$ cat src/rtl/ram_seq_pkg.sv
// Shared defaults and state encoding for the RAM sequencing controller.
package ram_seq_pkg;

  localparam int ADDR_W_DEF   = 8;
  localparam int DATA_W_DEF   = 16;
  localparam int SCAN_DIV_DEF = 250;
  localparam logic [ADDR_W_DEF-1:0] MAX_ADDR = '1;

  typedef enum logic [1:0] {
    ST_IDLE  = 2'd0,
    ST_WRITE = 2'd1,
    ST_CLEAR = 2'd2
  } state_t;

endpackage

$ cat src/rtl/scan_timer.sv
// Counts tick pulses while enabled and not frozen; o_adv flags the tick that
// completes a SCAN_DIV period (same cycle, combinational).
module scan_timer #(
  parameter int SCAN_DIV = 250
) (
  input  logic clk,
  input  logic rst_n,
  input  logic i_tick,
  input  logic i_auto_en,
  input  logic i_freeze,
  output logic o_adv
);

  localparam int CNT_W = (SCAN_DIV > 1) ? $clog2(SCAN_DIV) : 1;
  localparam logic [CNT_W-1:0] LAST_CNT = CNT_W'(SCAN_DIV - 1);

  logic [CNT_W-1:0] r_cnt;
  logic             w_count;

  assign w_count = i_auto_en && i_tick && !i_freeze;
  assign o_adv   = w_count && (r_cnt == LAST_CNT);

  always_ff @(posedge clk or negedge rst_n) begin
    if (!rst_n) begin
      r_cnt <= '0;
    end else if (!i_auto_en) begin
      r_cnt <= '0;
    end else if (w_count) begin
      r_cnt <= (r_cnt == LAST_CNT) ? '0 : r_cnt + 1'b1;
    end
  end

endmodule

$ cat src/rtl/ram_seq_ctrl.sv
// Arbitrates manual write, manual step, auto-scan and full clear onto one RAM port.
// Define RAM_SEQ_WR_AUTOINC_EN to advance the address after every manual write.
module ram_seq_ctrl
  import ram_seq_pkg::*;
#(
  parameter int ADDR_W   = ADDR_W_DEF,
  parameter int DATA_W   = DATA_W_DEF,
  parameter int SCAN_DIV = SCAN_DIV_DEF
) (
  input  logic              clk,
  input  logic              reset,
  input  logic              tick,
  input  logic              wr_req,
  input  logic              step_req,
  input  logic              clr_req,
  input  logic              auto_en,
  input  logic [DATA_W-1:0] din,
  output logic              ram_we,
  output logic [ADDR_W-1:0] ram_addr,
  output logic [DATA_W-1:0] ram_din,
  output logic              busy,
  output state_t            o_dbg_state
);

  localparam logic [ADDR_W-1:0] LAST_ADDR = '1;
`ifdef RAM_SEQ_WR_AUTOINC_EN
  localparam logic [ADDR_W-1:0] WR_INC = ADDR_W'(1);
`else
  localparam logic [ADDR_W-1:0] WR_INC = '0;
`endif

  state_t            r_state;
  state_t            w_state_nxt;
  logic              r_we;
  logic              w_we_nxt;
  logic [ADDR_W-1:0] r_addr;
  logic [ADDR_W-1:0] w_addr_nxt;
  logic [DATA_W-1:0] r_din;
  logic [DATA_W-1:0] w_din_nxt;
  logic [ADDR_W-1:0] r_saved_addr;
  logic [ADDR_W-1:0] w_saved_nxt;
  logic              r_step_pend;
  logic              w_pend_nxt;
  logic              w_adv;
  logic              w_freeze;

  assign w_freeze = (r_state != ST_IDLE);

  scan_timer #(
    .SCAN_DIV (SCAN_DIV)
  ) u_scan_timer (
    .clk       (clk),
    .rst_n     (reset),
    .i_tick    (tick),
    .i_auto_en (auto_en),
    .i_freeze  (w_freeze),
    .o_adv     (w_adv)
  );

  always_ff @(posedge clk or negedge reset) begin
    if (!reset) begin
      r_state <= ST_IDLE;
    end else begin
      r_state <= w_state_nxt;
    end
  end

  always_comb begin
    w_state_nxt = r_state;
    case (r_state)
      ST_IDLE: begin
        if (clr_req) begin
          w_state_nxt = ST_CLEAR;
        end else if (wr_req) begin
          w_state_nxt = ST_WRITE;
        end
      end
      ST_WRITE: w_state_nxt = ST_IDLE;
      ST_CLEAR: begin
        if (r_addr == LAST_ADDR) begin
          w_state_nxt = ST_IDLE;
        end
      end
      default: w_state_nxt = ST_IDLE;
    endcase
  end

  // Registered port values for the next cycle; the auto advance is silently
  // lost whenever any manual request wins the IDLE arbitration.
  always_comb begin
    w_we_nxt    = 1'b0;
    w_addr_nxt  = r_addr;
    w_din_nxt   = r_din;
    w_saved_nxt = r_saved_addr;
    w_pend_nxt  = r_step_pend;
    case (r_state)
      ST_IDLE: begin
        if (clr_req) begin
          w_saved_nxt = r_addr;
          w_addr_nxt  = '0;
          w_din_nxt   = '0;
          w_we_nxt    = 1'b1;
        end else if (wr_req) begin
          w_din_nxt  = din;
          w_we_nxt   = 1'b1;
          w_pend_nxt = step_req;
        end else if (step_req || w_adv) begin
          w_addr_nxt = r_addr + 1'b1;
        end
      end
      ST_WRITE: begin
        w_addr_nxt = r_addr + ADDR_W'(r_step_pend | step_req) + WR_INC;
        w_pend_nxt = 1'b0;
      end
      ST_CLEAR: begin
        if (r_addr == LAST_ADDR) begin
          w_addr_nxt = r_saved_addr;
        end else begin
          w_addr_nxt = r_addr + 1'b1;
          w_we_nxt   = 1'b1;
        end
      end
      default: w_we_nxt = 1'b0;
    endcase
  end

  always_ff @(posedge clk or negedge reset) begin
    if (!reset) begin
      r_we         <= 1'b0;
      r_addr       <= '0;
      r_din        <= '0;
      r_saved_addr <= '0;
      r_step_pend  <= 1'b0;
    end else begin
      r_we         <= w_we_nxt;
      r_addr       <= w_addr_nxt;
      r_din        <= w_din_nxt;
      r_saved_addr <= w_saved_nxt;
      r_step_pend  <= w_pend_nxt;
    end
  end

  assign ram_we      = r_we;
  assign ram_addr    = r_addr;
  assign ram_din     = r_din;
  assign busy        = (r_state != ST_IDLE);
  assign o_dbg_state = r_state;

endmodule
$ cat config.mk
export PLATFORM = sky130hd
export DESIGN_NAME = ram_seq_ctrl
export DESIGN_NICKNAME = d
export VERILOG_FILES = /design/src/rtl/ram_seq_pkg.sv /design/src/rtl/scan_timer.sv /design/src/rtl/ram_seq_ctrl.sv
export SDC_FILE = /design/constraint.sdc
export NUM_CORES = 1
export LEC_CHECK = 0
export ABC_AREA = 1
export BUFFER_PORTS_ARGS = -buffer_cell sky130_fd_sc_hd__buf_2
export CAP_MARGIN = 0
export CORE_ASPECT_RATIO = 0.9
export CORE_MARGIN = 2
export CORE_UTILIZATION = 35
export CTS_BUF_LIST = sky130_fd_sc_hd__clkbuf_8
export DETAILED_ROUTE_END_ITERATION = 8
export GPL_ROUTABILITY_DRIVEN = 0
export HOLD_SLACK_MARGIN = 0.02
export PLACE_DENSITY_LB_ADDON = 0.25
export SLEW_MARGIN = 20
export SYNTH_ARGS = -nofsm -noshare
export SYNTH_HDL_FRONTEND = slang
export SYNTH_SLANG_ARGS = --single-unit
$ cat constraint.sdc
create_clock -name clk -period 2.4 [get_ports clk]
set_clock_uncertainty 0.15 [all_clocks]
set_input_delay 0.24 -clock clk [delete_from_list [all_inputs] [get_ports clk]]
set_output_delay 0.24 -clock clk [all_outputs]
set_load 0.02 [all_outputs]
==> metrics.txt, run 1 <==
f_max 503 MHz; # rows 29; Tcrit/Tclk final 0.828; core area 7110 um^2; Die Wd 94.7 um; CTS H-tree lvls 2; GR Overflow Total 0; ys async rst share 1.00; Post-synth EDFFs 0; WP data arrival 2.03 ns; RSZ-0062 raised after global routing no; Ant. Diodes 0; CTS buffer count 5; type of origin of the critical path flop; Final HPWL DP between 4000 and 5000 um; CTS sink count 44; LEAKAGE 1.59 nW; Slew Limit Fails 0; VDD IR max 0.000567 V; drt first pass iters 5; initial detailed-routing violation count 107; Synth area leader dfrtp_1; CTS Root Cell clkbuf_8; CP Capture Type flop; layout cell share with drive strength beyond 1 0.227; top cell type's share of synthesized area 0.425; Mapped Nets 374; Slew @ Worst Pin 0.534 ns; vias in the first global route approximately 2300; post-CTS sizing 0; Worst-path clk slew 0.09 ns; setup TNS 0 ns; Synth top cells by count nand2_1 (106), dfrtp_1 (44), nor2_1 (30); ANT nets after route 0; deepest clock path buffer count 2; Max-Slew Margin vs Limit 0.644; worst min-delay path class in -> reg; IO buf count 50; WL final just over 6000 um; TritonCTS clock tree yes; top cells by area, synth dfrtp_1 (43%), nand2_1 (15%), o21ai_0 (5.4%), ha_1 (4.3%), nor2_1 (4.3%); Setup Buffers After CTS 0; height of the die 85.6 um; Pwr per Cell Area 1260 nW/um^2; Routed WL per cell between 10 and 15 um; final std cells w/o fill 490; Seq/Total Area, Yosys 0.425; final setup vio count 0; Max-Cap Viols 0; WS Path Type reg -> reg; CP max FO 11; Final min period 1.99 ns; Post-Syn Instances 342; post-synth design cell area 2590 um^2; Avg Synthesized Cell Area roughly 7.6 um^2; hold_buf cts 3; largest net degree at the start of global routing 30; initial antenna violation count 0; Worst Path Required 2.45 ns; Area growth syn-to-layout 19.5%; final hold vios 0; routed via count 2321; drt via density approximately 4.7; top-count cell post-synth nand2_1; register bit total from synthesis 44; # DRC 0; Clock Latency Late Sink about 0.30 ns; Yosys Warn Count 0; first-pass GRT wire length 10800 um; GRT Overall Usage 0.171; DIE AREA 8110 um^2; placed insts 479; Initial Util 0.364; run status finished clean; Synth cell types 33; nets@finish ~430; Main synth FF type dfrtp_1; number of I/O pins 51
-- cell usage in the layout, fill, tap and decap left out, types with 2 or more instances in the layout --
cell	instances
nand2_2	4
o21ai_0	28
clkbuf_8	5
nor2_8	2
nand2_1	106
buf_4	4
nand3b_1	3
mux2_2	2
xor2_1	3
buf_2	50
nor3_1	3
or2_2	2
dfrtp_1	44
clkinv_4	2
or2_0	2
ha_1	9
nor2_1	30
a21oi_1	10
inv_2	6
dlygate4sd3_1	3
o21ai_1	9
inv_1	29
o22ai_1	6
nand3_1	17
nand2_4	2
a21oi_2	6
-- through the flow --
stage,worst slack [ns],instance area [um^2],util,power [W],hold slack (ns)
floorplan,0.550,2590,-,0.00272,-0.206
global placement,0.451,2950,0.415,0.00333,0.0984
detailed placement,0.418,2950,0.415,0.00334,0.106
CTS,0.380,3100,0.435,0.00395,0.0273
global route,0.217,3100,0.435,0.00429,0.0308
finish,0.413,3100,0.435,0.00391,0.0301
-- sequential cells by signal, summed over array words and instances (netlist names) --
name,cells
u_scan_timer.r_cnt,8
ram_we,1
r_saved_addr,8
ram_addr,8
ram_din,16
o_dbg_state,2
r_step_pend,1
-- critical path, cell delays in order (launching register included) --
cell and delay [ns]:
dfrtp_1 0.40, inv_1 0.08, ha_1 0.45, o21ai_0 0.23
inv_1 0.07, nand2_2 0.19, inv_2 0.13, nor2_1 0.14
a21oi_2 0.04
-- power breakdown --
group	total [W]	internal [W]	switching [W]
combinational	0.00203	0.000687	0.00135
sequential	0.00129	0.00103	0.000260
clock	0.000587	0.000314	0.000273
total	0.00391	0.00203	0.00188
-- layer usage --
metal | global-route usage | part of all wire | vias up
li1 | - | - | 1206
met1 | 0.244 | 0.49 | 1045
met2 | 0.258 | 0.45 | 66
met3 | 0.0457 | 0.055 | 4
met4 | 0.0461 | 0.0095 | 0
met5 | 0 | 0 | -
-- logic make-up (layout without fill, tap and decap cells) --
kind of cell / count (synthesis) / count (layout) / synth area share
fa+ha+maj: 9 / 9 / 0.0435
xor+xnor: 4 / 4 / 0.0135
buf+inv: 46 / 101 / 0.0729
mux: 2 / 2 / 0.00870
flops: 44 / 44 / 0.425
simple gates: 174 / 174 / 0.297
compound gates: 63 / 63 / 0.139
-- path summary, 6_finish.rpt --
kind                           startpoint               to  slack, ns  cells past startpoint
min reg2reg                    ram_din[9]       ram_din[9]       0.34                      2
min in group asynchronous           reset  r_saved_addr[5]       0.30                      2
max reg2reg                o_dbg_state[0]      ram_addr[3]       0.41                      8
max in group asynchronous           reset      ram_addr[0]       1.29                      3
max                        o_dbg_state[0]      ram_addr[3]       0.41                      8
min                               din[12]      ram_din[12]       0.03                      3
-- area by class of cell --
cell class	count	area [um^2]
Sequential cell	44	1100
Clock inverter	3	47.5
Timing Repair Buffer	58	330
Tap cell	93	116
Fill cell	753	4020
Inverter	35	131
Multi-Input combinational cell	252	1300
Clock buffer	5	68.8
Power figures use the tool's default switching activity.
==> run 2, diff against run 1 <==
--- a/config.mk
+++ b/config.mk
@@ -5,7 +5,7 @@
 export SDC_FILE = /design/constraint.sdc
 export NUM_CORES = 1
 export LEC_CHECK = 0
-export ABC_AREA = 1
+export ABC_AREA = 0
 export BUFFER_PORTS_ARGS = -buffer_cell sky130_fd_sc_hd__buf_2
 export CAP_MARGIN = 0
 export CORE_ASPECT_RATIO = 0.9
==> constraint.sdc (replaced) <==
create_clock -name clk -period 1.9 [get_ports clk]
set_clock_uncertainty 0.15 [all_clocks]
set_input_delay 0.19 -clock clk [delete_from_list [all_inputs] [get_ports clk]]
set_output_delay 0.19 -clock clk [all_outputs]
set_load 0.02 [all_outputs]
==> run 2 against run 1 <==
Against the previous run: the run now ends with setup timing left; critical path type unchanged; die area fell by 5.6%; critical endpoint is now ram_addr[2]; area after synthesis fell by 5.9%; final area rose by 11%.
==> metrics.txt, run 2 <==
CTS H-tree lvls 2 (unchanged); Slew Limit Fails 0 (unchanged); Main synth FF type dfrtp_1; register bit total from synthesis 44 (unchanged); initial antenna violation count 0 (unchanged); worst min-delay path class in -> reg; f_max 510 MHz (+1.3%); final setup vio count 1 (+1); Routed WL per cell 15.6 um (+23%); max reg flops 16 (unchanged); complex-gate fraction of the synthesized area 0.251 (+0.111); WL final 6940 um (+11%); placed insts 418 (-13%); deepest clock path buffer count 2 (unchanged); type of origin of the critical path flop; LEAKAGE 1.63 nW (+3.0%); Clock Latency Late Sink 0.30 ns (about the same); run status finished, violations left; ANT nets after route 0 (unchanged); initial detailed-routing violation count 203 (+90%); Final WS setup -0.0625 ns (-0.475 ns); design area 3450 um^2 (+11%); xor/xnor share of the synthesized area 0.0180 (+0.00444); RSZ-0062 raised after global routing yes; CTS buffer count 5 (unchanged); Area growth syn-to-layout 41.5%; GRT Overall Usage 0.185 (+0.0137); CTS sink count 44 (unchanged); Worst-path clk slew 0.09 ns (about the same); top cell type's share of synthesized area 0.452 (+0.0266); # fillers 628 (-17%); routed via count 2396 (+3.2%); drt first pass iters 4 (-1); Mapped Nets 281 (-25%); Avg Synthesized Cell Area 9.79 um^2 (+29%); Pwr per Cell Area 1400 nW/um^2 (+11%); Pwr Total 0.00482 W (+23%); # DRC 0 (unchanged); height of the die 83.2 um (-2.9%); ys async rst share 1.00 (unchanged); TritonCTS clock tree yes; Worst Path Required 1.94 ns (-0.51 ns); Synth top cells by count dfrtp_1 (44), nand2_1 (22), o21ai_0 (20); Die Wd 92.0 um (-2.9%); core area 6660 um^2 (-6.4%); Initial Util 0.366 (+0.00199); Post-Syn Instances 249 (-27%); Tcrit/Tclk final 1.03 (+0.205); Final HPWL DP 4920 um (+6.1%); Seq/Total Area, Yosys 0.452 (+0.0266); # rows 28 (-3.4%); Setup Buffers After CTS 0 (unchanged); vias in the first global route 2335 (+3.7%); final hold vios 0 (unchanged); Simple-Gate Fraction of Synth Area 0.144 (-0.153); Yosys Warn Count 0 (unchanged); combinational family with the most area after synthesis compound AO/OA/AOI/OAI gates; top cells by area, synth dfrtp_1 (45%), a22o_1 (6.1%), ha_1 (4.6%), o21ai_0 (4.1%), nand2_1 (3.4%); Hold Slack 0.0460 ns (+0.0159 ns); Slew @ Worst Pin 0.696 ns (+0.162 ns); GR Overflow Total 0 (unchanged); final std cells w/o fill 444 (-9.4%); final core occ 0.518 (+0.0830); failing checks setup timing; post-synth design cell area 2440 um^2 (-5.9%); drt via density 5.40 (+14%); WS Path Type reg -> reg; largest net degree at the start of global routing 29 (-3.3%); Final min period 1.96 ns (-0.0246 ns); Synth cell types 52 (+58%); post-synthesis adder-cell area fraction 0.0462 (+0.00272); Ant. Diodes 0 (unchanged); commonest cells after routing, fill and taps aside buf_2 (50), buf_4 (44), dfrtp_1 (40); nets@finish 385 (-10%); DIE AREA 7650 um^2 (-5.6%); Post-synth EDFFs 0 (unchanged); Placed Area 3130 um^2 (+6.0%); number of I/O pins 51 (unchanged); Synth area leader dfrtp_1; mux contribution to synthesized area 0.0364 (+0.0278); first-pass GRT wire length 11400 um (+5.5%); Max-Slew Margin vs Limit 0.536 (-0.108); CP Capture Type flop; top-count cell post-synth dfrtp_1; IO buf count 50 (unchanged); commonest non-fill, non-tap cell in the layout buf_2; VDD IR max 0.000584 V (+3.0%); CTS Root Cell clkbuf_8; CP max FO 3 (-8); layout cell share with drive strength beyond 1 0.370 (+0.143); WP data arrival 2.01 ns (-0.02 ns); Max-Cap Viols 0 (unchanged)
==> run 2: cell types whose count changed in the layout (fill, tap and decap cells not counted), moves of 9 or more <==
cell / delta
dlygate4sd3_1: +14
o21ai_0: -9
nand2_1: -85
inv_1: -20
nor2_1: -17
buf_4: +40
a22o_1: +17
==> run 2: power breakdown <==
part | switching [W] | internal [W]
Combinational | 0.00144 | 0.00121
Sequential | 0.000180 | 0.00121
Clock | 0.000319 | 0.000464
Total | 0.00194 | 0.00288
==> run 2: repair_timing <==
action                                  CTS  global route
pin swaps                                 2             3
endpoints found under the setup margin    7             9
gates cloned                              0             1
gates resized for setup                   1             3
endpoints found under the hold margin    43             0
hold buffers                             17             0
==> run 2: final timing paths <==
path / from / to / cells after the start / slack (ns)
min in group asynchronous: reset / u_scan_timer.r_cnt[2] / 2 / 0.31
max in group asynchronous: reset / ram_we / 3 / 0.72
hold reg to reg: r_saved_addr[0] / r_saved_addr[0] / 2 / 0.34
setup reg to reg: r_step_pend / ram_addr[2] / 7 / -0.06
hold / removal: auto_en / u_scan_timer.r_cnt[7] / 2 / 0.05
setup / recovery: r_step_pend / ram_addr[2] / 7 / -0.06
==> run 2: worst max-delay path: stages, from the launching register on <==
cell and delay, ns:
dfrtp_1 0.38, or2_4 0.25, ha_4 0.17, ha_4 0.16, a221o_1 0.29, a32oi_1 0.17, o32ai_1 0.10, a22o_1 0.21
==> run 2: stage by stage <==
step	TNS, ns	setup WS [ns]
after floorplan	0	0.00202
after global placement	-0.0134	-0.0134
after detailed placement	-0.214	-0.0694
after CTS	-0.0567	-0.0522
after global routing	-0.630	-0.143
final	-0.0625	-0.0625
==> run 2: metal layers <==
metal  wire length (um)  track usage  up-vias  part of all wire
met5                  0            0        -                 0
met4                 68       0.0529        0            0.0098
met3                419       0.0354        7             0.060
met2               3340        0.297       74              0.48
met1               3110        0.254     1178              0.45
li1                   -            -     1137                 -
==> run 2: cells by family (layout without fill, tap and decap cells) <==
family	Yosys count	in the layout
AO/OA/AOI/OAI	86	87
XOR/XNOR	5	5
adder cells (fa/ha/maj)	9	9
buffers and inverters	27	131
flip-flops	44	44
multiplexers	8	8
AND/OR/NAND/NOR	70	70
==> run 2: cell type report <==
cell class | count | area [um^2] | share of cell area
Multi-Input combinational cell | 179 | 1290 | 0.375
Tap cell | 90 | 113 | 0.0326
Timing Repair Buffer | 112 | 771 | 0.223
Inverter | 11 | 41.3 | 0.0120
Clock inverter | 1 | 30.0 | 0.00871
Sequential cell | 44 | 1110 | 0.321
Clock buffer | 7 | 96.3 | 0.0279
==> run 3, diff against run 2 <==
--- a/config.mk
+++ b/config.mk
@@ -6,7 +6,7 @@
 export NUM_CORES = 1
 export LEC_CHECK = 0
 export ABC_AREA = 0
-export BUFFER_PORTS_ARGS = -buffer_cell sky130_fd_sc_hd__buf_2
+export BUFFER_PORTS_ARGS = -buffer_cell sky130_fd_sc_hd__buf_4
 export CAP_MARGIN = 0
 export CORE_ASPECT_RATIO = 0.9
 export CORE_MARGIN = 2
@@ -20,3 +20,4 @@
 export SYNTH_ARGS = -nofsm -noshare
 export SYNTH_HDL_FRONTEND = slang
 export SYNTH_SLANG_ARGS = --single-unit
+export TNS_END_PERCENT = 50
==> run 3 against run 2 <==
Against the previous run: the run still ends with setup timing left; highest routed layer unchanged; via count decreased by 1.8%; global-route usage decreased by 0.55 points; clock power decreased by 4.7%; hold slack improved by 0.0024 ns; power increased by 2.6%; critical endpoint unchanged; sequential cell count unchanged; sequential power about the same.
==> metrics.txt, run 3 (synthesis gave the netlist of run 2 again) <==
run status finished, violations left; failing checks setup timing; largest net degree at the start of global routing 45 (+55%); first-pass GRT wire length 11300 um (-1.3%); f_max 507 MHz (-0.55%); # rows 28 (unchanged); final hold vios 0 (unchanged); Initial Util 0.366 (unchanged); layout cell share with drive strength beyond 1 0.391 (+0.0209); Ant. Diodes 0 (unchanged); WS Path Type reg -> reg; Area growth syn-to-layout 48.2%; Final HPWL DP 4750 um (-3.5%); Final WS setup -0.0733 ns (-0.0108 ns); max reg flops 16 (unchanged); Most common cell on crit path ha_4; commonest cells after routing, fill and taps aside buf_4 (93), dfrtp_1 (40), nand2_1 (21); WP data arrival 2.02 ns (about the same); drt first pass iters 5 (+1); GR Overflow Total 0 (unchanged); Worst path top cell family by delay compound AO/OA/AOI/OAI gates; DIE AREA 7650 um^2 (unchanged); Tcrit/Tclk final 1.04 (+0.00568); # fillers 622 (-0.96%); routed via count 2354 (-1.8%); CTS sink count 44 (unchanged); Routed WL per cell 15.3 um (-2.2%); Worst path max stage delay 0.39 ns (about the same); Max-Slew Margin vs Limit 0.622 (+0.0855); reg2reg end ram_addr[2]; Min-Delay Endpoint u_scan_timer.r_cnt[5]; worst-path cell chain or2_4 > ha_4 > ha_4 > a221o_1 > a32oi_1 > o32ai_1 > a22o_1; Final min period 1.97 ns (+0.0108 ns); initial detailed-routing violation count 246 (+21%); Slowest cell on crit path dfrtp_1; flop2flop setup slack -0.07 ns (about the same); worst reg2reg startpoint r_step_pend; CTS buffer count 5 (unchanged); core area 6660 um^2 (unchanged); WL final 6760 um (-2.5%); GRT Overall Usage 0.179 (-0.00554); LEAKAGE 1.64 nW (+0.22%); commonest non-fill, non-tap cell in the layout buf_4; TritonCTS clock tree yes; CTS H-tree lvls 2 (unchanged); IO buf count 50 (unchanged); Pwr per Cell Area 1370 nW/um^2 (-2.0%); worst hold start auto_en; final std cells w/o fill 443 (-0.23%); Hold Slack 0.0485 ns (+0.00245 ns); deepest clock path buffer count 2 (unchanged); final setup vio count 2 (+1); # DRC 0 (unchanged); CP Capture Type flop; WHS Path Cells 2 (unchanged); Slew @ Worst Pin 0.568 ns (-0.128 ns); VDD IR max 0.000580 V (-0.77%); ANT nets after route 0 (unchanged); CTS Root Cell clkbuf_8; CP max FO 3 (unchanged); type of origin of the critical path flop; Max-Cap Viols 0 (unchanged); nets@finish 384 (-0.26%); Die Wd 92.0 um (unchanged); WP buf/inv 0 (unchanged); vias in the first global route 2269 (-2.8%); Slew Limit Fails 0 (unchanged); placed insts 413 (-1.2%); number of I/O pins 51 (unchanged); height of the die 83.2 um (unchanged); Clock Latency Late Sink 0.30 ns (about the same); R2R cell count 7 (unchanged); initial antenna violation count 0 (unchanged); Worst Path Required 1.94 ns (about the same); RSZ-0062 raised after global routing yes; worst min-delay path class in -> reg; drt via density 5.31 (-1.5%); final core occ 0.542 (+0.0242); Worst-path clk slew 0.09 ns (about the same)
-- run 3: layout make-up --
type / instances / area, um^2 / area share
sequential: 44 / 1110 / 0.306
inverter: 11 / 41.3 / 0.0114
clock inverter: 3 / 47.5 / 0.0132
clock buffer: 5 / 68.8 / 0.0191
tap: 90 / 113 / 0.0312
timing repair buffer: 111 / 880 / 0.244
multi-input combinational: 179 / 1360 / 0.375
-- run 3: worst max path at each step --
stage          slack, ns  cells after the start                  start               endpoint
6_report           -0.07                      7            r_step_pend            ram_addr[2]
5_1_grt            -0.17                      7            r_step_pend            ram_addr[2]
4_1_cts            -0.08                      7            r_step_pend            ram_addr[2]
3_5_place_dp       -0.06                      8  u_scan_timer.r_cnt[1]            ram_addr[6]
3_3_place_gp       -0.01                      7            r_step_pend            ram_addr[2]
2_1_floorplan     -0.002                      7         o_dbg_state[0]  u_scan_timer.r_cnt[7]
-- run 3: through the flow --
step                      setup slack, ns  total power (W)  instance area, um^2   TNS, ns
after floorplan                  -0.00164          0.00292                 2510  -0.00164
after global placement            -0.0104          0.00388                 3200   -0.0104
after detailed placement          -0.0619          0.00390                 3200    -0.161
after CTS                         -0.0799          0.00468                 3490    -0.207
after global routing               -0.171          0.00527                 3610    -0.477
final                             -0.0733          0.00494                 3610    -0.112
-- run 3: report_power, final --
part           total [W]  switching, W  internal [W]
logic            0.00279       0.00145       0.00134
clock network   0.000747      0.000350      0.000397
registers        0.00141      0.000198       0.00121
total            0.00494       0.00200       0.00294
-- run 3: timing repair --
action	in CTS	in global routing
resized for setup	0	20
gates cloned	0	1
setup endpoints to repair	4	10
setup buffers	0	4
endpoints found under the hold margin	60	0
pin swaps	3	6
hold buffers	17	0
-- run 3: metal layers --
layer  vias to the layer above  global-route usage  wire (um)
li1                       1136                   -          -
met1                      1125               0.255       3140
met2                        89               0.288       3220
met3                         4              0.0281        352
met4                         0              0.0407         44
met5                         -                   0          0
